--- src/rtl/cache_bank_input_arb.sv ---
// Cache bank input arbiter: fill > replay > core into one registered pipeline slot,
// with core starvation override. Define CS_ARB_PERF_EN to add perf counter ports.
module cache_bank_input_arb #(
  parameter int LINE_ADDR_W = 26,
  parameter int WORD_W      = 32,
  parameter int LINE_W      = 512,
  parameter int MSHR_ADDR_W = 2,
  parameter int STARVE_MAX  = 8,
  parameter int PERF_CTR_W  = 32
) (
  input  logic                   clk,
  input  logic                   reset,
  input  logic                   core_req_valid,
  input  logic [LINE_ADDR_W-1:0] core_req_addr,
  input  logic                   core_req_rw,
  input  logic [WORD_W-1:0]      core_req_data,
  output logic                   core_req_ready,
  input  logic                   replay_valid,
  input  logic [LINE_ADDR_W-1:0] replay_addr,
  input  logic                   replay_rw,
  input  logic [WORD_W-1:0]      replay_data,
  input  logic [MSHR_ADDR_W-1:0] replay_id,
  output logic                   replay_ready,
  input  logic                   fill_valid,
  input  logic [MSHR_ADDR_W-1:0] fill_id,
  input  logic [LINE_W-1:0]      fill_data,
  input  logic [LINE_ADDR_W-1:0] fill_addr,
  output logic                   fill_ready,
  input  logic                   mshr_alm_full,
  output logic                   pipe_valid,
  output logic [1:0]             pipe_sel,
  output logic [LINE_ADDR_W-1:0] pipe_addr,
  output logic                   pipe_rw,
  output logic [LINE_W-1:0]      pipe_data,
  output logic [MSHR_ADDR_W-1:0] pipe_id,
  input  logic                   pipe_ready
`ifdef CS_ARB_PERF_EN
  ,
  output logic [PERF_CTR_W-1:0]  perf_core_stalls,
  output logic [PERF_CTR_W-1:0]  perf_fills,
  output logic [PERF_CTR_W-1:0]  perf_replays
`endif
);

  localparam int STARVE_W = $clog2(STARVE_MAX + 1);

  logic                   stall_s;
  logic                   core_elig_s;
  logic                   force_core_s;
  logic                   grant_core_s;
  logic                   grant_replay_s;
  logic                   grant_fill_s;
  logic [STARVE_W-1:0]    starve_r;
  logic                   nxt_valid_s;
  logic [1:0]             nxt_sel_s;
  logic [LINE_ADDR_W-1:0] nxt_addr_s;
  logic                   nxt_rw_s;
  logic [LINE_W-1:0]      nxt_data_s;
  logic [MSHR_ADDR_W-1:0] nxt_id_s;

  assign stall_s      = pipe_valid && !pipe_ready;
  assign core_elig_s  = core_req_valid && !mshr_alm_full;
  assign force_core_s = core_elig_s && (starve_r == STARVE_W'(STARVE_MAX));

  // Priority select; the starvation override lets core jump ahead of fill and replay
  always_comb begin
    grant_core_s   = 1'b0;
    grant_replay_s = 1'b0;
    grant_fill_s   = 1'b0;
    if (force_core_s) begin
      grant_core_s = 1'b1;
    end else if (fill_valid) begin
      grant_fill_s = 1'b1;
    end else if (replay_valid) begin
      grant_replay_s = 1'b1;
    end else if (core_elig_s) begin
      grant_core_s = 1'b1;
    end else begin
      grant_core_s = 1'b0;
    end
  end

  assign core_req_ready = grant_core_s   && !stall_s && !reset;
  assign replay_ready   = grant_replay_s && !stall_s && !reset;
  assign fill_ready     = grant_fill_s   && !stall_s && !reset;

  // Winner payload mux feeding the output register
  always_comb begin
    nxt_valid_s = 1'b0;
    nxt_sel_s   = 2'd0;
    nxt_addr_s  = '0;
    nxt_rw_s    = 1'b0;
    nxt_data_s  = '0;
    nxt_id_s    = '0;
    if (grant_fill_s) begin
      nxt_valid_s = 1'b1;
      nxt_sel_s   = 2'd2;
      nxt_addr_s  = fill_addr;
      nxt_data_s  = fill_data;
      nxt_id_s    = fill_id;
    end else if (grant_replay_s) begin
      nxt_valid_s = 1'b1;
      nxt_sel_s   = 2'd1;
      nxt_addr_s  = replay_addr;
      nxt_rw_s    = replay_rw;
      nxt_data_s  = LINE_W'(replay_data);
      nxt_id_s    = replay_id;
    end else if (grant_core_s) begin
      nxt_valid_s = 1'b1;
      nxt_sel_s   = 2'd0;
      nxt_addr_s  = core_req_addr;
      nxt_rw_s    = core_req_rw;
      nxt_data_s  = LINE_W'(core_req_data);
    end else begin
      nxt_valid_s = 1'b0;
    end
  end

  // Output register: captures the winner unless the pipeline is stalled
  always_ff @(posedge clk) begin
    if (reset) begin
      pipe_valid <= 1'b0;
      pipe_sel   <= 2'd0;
      pipe_addr  <= '0;
      pipe_rw    <= 1'b0;
      pipe_data  <= '0;
      pipe_id    <= '0;
    end else if (!stall_s) begin
      pipe_valid <= nxt_valid_s;
      pipe_sel   <= nxt_sel_s;
      pipe_addr  <= nxt_addr_s;
      pipe_rw    <= nxt_rw_s;
      pipe_data  <= nxt_data_s;
      pipe_id    <= nxt_id_s;
    end
  end

  // Starvation counter: counts eligible-but-denied core cycles, saturating
  always_ff @(posedge clk) begin
    if (reset) begin
      starve_r <= '0;
    end else if (!stall_s) begin
      if (core_elig_s && !grant_core_s) begin
        if (starve_r != STARVE_W'(STARVE_MAX)) begin
          starve_r <= starve_r + STARVE_W'(1);
        end
      end else begin
        starve_r <= '0;
      end
    end
  end

`ifdef CS_ARB_PERF_EN
  // Free-running wrap-around event counters
  always_ff @(posedge clk) begin
    if (reset) begin
      perf_core_stalls <= '0;
      perf_fills       <= '0;
      perf_replays     <= '0;
    end else begin
      if (core_req_valid && !core_req_ready) begin
        perf_core_stalls <= perf_core_stalls + PERF_CTR_W'(1);
      end
      if (fill_valid && fill_ready) begin
        perf_fills <= perf_fills + PERF_CTR_W'(1);
      end
      if (replay_valid && replay_ready) begin
        perf_replays <= perf_replays + PERF_CTR_W'(1);
      end
    end
  end
`endif

endmodule

--- config.mk ---
export PLATFORM = sky130hd
export DESIGN_NAME = cache_bank_input_arb
export DESIGN_NICKNAME = d
export VERILOG_FILES = /design/src/rtl/cache_bank_input_arb.sv
export SDC_FILE = /design/constraint.sdc
export NUM_CORES = 1
export LEC_CHECK = 0
export CAP_MARGIN = 25
export CORE_AREA = 3 3 465 467
export DETAILED_ROUTE_END_ITERATION = 12
export DIE_AREA = 0 0 468 470
export PLACE_DENSITY_LB_ADDON = 0.2
export SETUP_SLACK_MARGIN = 0.1
export SLEW_MARGIN = 10
export SYNTH_ARGS = -nofsm -noshare
export SYNTH_HDL_FRONTEND = slang
export SYNTH_SLANG_ARGS = --single-unit
--- constraint.sdc ---
create_clock -name clk -period 1.9 [get_ports clk]
set_input_delay 0.19 -clock clk [delete_from_list [all_inputs] [get_ports clk]]
set_output_delay 0.19 -clock clk [all_outputs]
set_load 0.005 [all_outputs]
==> impl_metrics.toml <==
[global_route]
antenna_found_initial = 100
track_usage_pct = 12.98
grt_pass1_vias = 18100
grt_pass1_wl_mm = 189.8
grt.overflow.total = 0
grt_start_max_net_pins = 44

[clock_network]
clk_pin_slew_ns = 0.06
cts_buffers = 77
h-tree-depth = 3
clock_latency_ns = 0.67
cts_max_path_buffers = 3
cts_tree = "yes"
ctsRootBufferMaster = "clkbuf_16"
cts.sinks = 548

[layout]
synthToLayoutAreaGrowth_pct = 121.1
instances_no_fill = 5625
final_cell_mix = "1158 x clkdlybuf4s50_1, 537 x dfxtp_1, 513 x a22o_1, 115 x clkbuf_16, 71 x buf_4"
final_common_cell = "clkdlybuf4s50_1"
drive_above_1_share_pct = 12.97
fillers = 23330
fin_area_um2 = 38520
post-route-util_pct = 18.16
nNetsFinal = 3401

[timing]
period_needed_ns = 2.220
fmax_mhz = 450.5
setup_ws_ns = -0.3199
slew_headroom_pct = 71.37
rsz0062_at_grt = "yes"
hold_viol = 0
tns_ns = -79.57
finClkSkew_ns = 0.03116
fin_crit_sh_pct = 116.8
setup_viol = 521
slew_violations = 0
worst_slew_pin_slew_ns = 0.4312

[setup_path]
end_kind = "flip-flop"
worstRegToRegCells = 11
r2r_start = "starve_r[0]"
cp-startpoint = "starve_r[0]"
arrival_ns = 2.84
required_ns = 2.52
cp-endpoint = "pipe_data[105]"
cp-start-kind = "flip-flop"
path_max_fanout = 8
critPathKind = "reg2reg"
rr_endpoint = "pipe_data[105]"
r2r_slack_ns = -0.32

[die]
initial_core_util_pct = 8.216
pin_count = 1214
die-height_um = 470
rows = 169
dieArea_um2 = 220000
core_area_um2 = 212100
die_w_um = 468

[power]
internal_power_mw = 24.08
seqPwrFrac_pct = 38.7
clockPowerShare_pct = 45.6
leakage_nw = 14.33
switching_share_pct = 25.38
combPwrFrac_pct = 15.7
power_density_nw_per_um2 = 837.7
irDropWorstVdd_mv = 0.5607
switchingPower_mw = 8.190

[route]
ant_nets = 0
vias = 17990
routed_wl_mm = 155.4
drtIter0Drc = 886
viasPerCell = 3.198
drt-pass1-iter-count = 5
drc = 0
wl_per_cell_um = 27.63

[synthesis]
synth.distinct_cells = 31
synthFlopType = "dfxtp_1"
synthesis.area_um2 = 17420
yosys_warnings = 0
synth-seq-cells = 548
syn-instance-count = 1358
yosysSeqAreaShare_pct = 62.96
synth_area_leader_cell = "dfxtp_1"
synthArstFlopShare_pct = 0
synth_nets = 2027
synthTopCellsByArea = "dfxtp_1 63%, a22o_1 26%, buf_4 1.8%"
synth_edf_count = 0
synth.avg_cell_area_um2 = 12.83
netlist.area_leader.share_pct = 62.96

[placed_design]
place_ws_ns = -0.3557
dp_cells = 5382
placed_cell_area_um2 = 33800
io_buffers = 1213
place.gp.congestion = 0.8143
hpwlAfterDp_mm = 124.1

[status]
status = "finished with violations"
violations = "negative setup slack"

[worst_hold_path]
hold_class = "in2reg"

[flow_run]
drv_cap = 0
## layer usage
metal | vias up | routed length (µm) | GRT usage, %
li1 | 8152 | - | -
met1 | 8473 | 58130 | 13.95
met2 | 1026 | 73710 | 21.86
met3 | 292 | 19560 | 7.844
met4 | 48 | 3681 | 2.390
met5 | - | 322 | 0
## critical path, cell delays in order (launching register included)
cell and delay (ns):
dfxtp_2 0.33, inv_2 0.05, ha_4 0.15, and3b_2 0.22, a2111oi_4 0.33, buf_6 0.16, buf_4 0.11, buf_12 0.16
clkbuf_16 0.22, buf_12 0.14, clkbuf_16 0.15, a22o_1 0.14
## how the worst min path moves through the flow
stage / end / slack [ns] / depth (start not counted) / startpoint
after floorplan: pipe_id[0] / 0.30 / 1 / replay_id[0]
after global placement: pipe_sel[1] / 0.43 / 1 / pipe_sel[1]
after detailed placement: pipe_sel[1] / 0.44 / 1 / pipe_sel[1]
after CTS: pipe_data[200] / 0.0003 / 2 / fill_data[200]
after global routing: pipe_data[104] / 0.03 / 2 / fill_data[104]
final: pipe_data[103] / 0.12 / 2 / fill_data[103]
## area by class of cell
class | instances | area (µm²) | area share, %
inverters | 4 | 15.01 | 0.03898
clock buffers | 121 | 2275 | 5.905
diodes | 13 | 32.53 | 0.08446
clock inverters | 17 | 227.7 | 0.5912
flip-flops and latches | 548 | 11000 | 28.57
well taps | 2821 | 3530 | 9.164
repair buffers | 1428 | 15630 | 40.57
multi-input cells | 673 | 5808 | 15.08
## registers in the layout (all words and copies together), names as in the netlist
register,count
pipe_sel,2
pipe_rw,1
pipe_data,512
starve_r,4
pipe_addr,26
pipe_valid,1
pipe_id,2
## power by group through the flow
stage	clock, mW	combinational [mW]	sequential, mW
detailed placement	0	4.58	12.7
finish	14.7	5.08	12.5
CTS	15.4	4.75	12.5
global route	15.8	5.40	12.5
global placement	0	4.61	12.7
floorplan	0	0.948	12.7
## repair_timing
action | 4_1_cts | 5_1_grt
gates resized for setup | 131 | 116
endpoints found under the hold margin | 4 | 0
buffers inserted | 23 | 13
setup endpoints to repair | 1004 | 988
hold buffers | 4 | 0
pin swaps | 19 | 306
cloned | 9 | 44
## logic make-up (layout without fill, tap and decap cells)
logic type | count (synthesis) | after routing | share of synthesized area (%)
compound gates | 616 | 616 | 30.33
flops | 548 | 548 | 62.96
buf+inv | 137 | 1570 | 4.143
simple gates | 28 | 28 | 0.8689
mux | 27 | 27 | 1.551
fa+ha+maj | 2 | 2 | 0.1436
other cells | 0 | 13 | 0
## synth_stat cells, drive strengths merged (3+ instances only)
| master | number |
|---|---|
| clkbuf | 61 |
| nand3 | 6 |
| a22oi | 27 |
| nand2 | 6 |
| inv | 4 |
| nor2 | 4 |
| a21oi | 5 |
| o21ai | 29 |
| dfxtp | 548 |
| a21o | 4 |
| a22o | 513 |
| nor2b | 3 |
| buf | 72 |
| mux2i | 27 |
| a221o | 31 |
## per-stage QoR
| stage | total power [mW] | hold slack [ns] |
|---|---|---|
| floorplan | 13.62 | 0.2998 |
| global placement | 17.34 | 0.4329 |
| detailed placement | 17.30 | 0.4414 |
| CTS | 32.68 | 0.0003097 |
| global route | 33.74 | 0.02604 |
| finish | 32.27 | 0.1167 |
(Power assumes the default switching activity.)
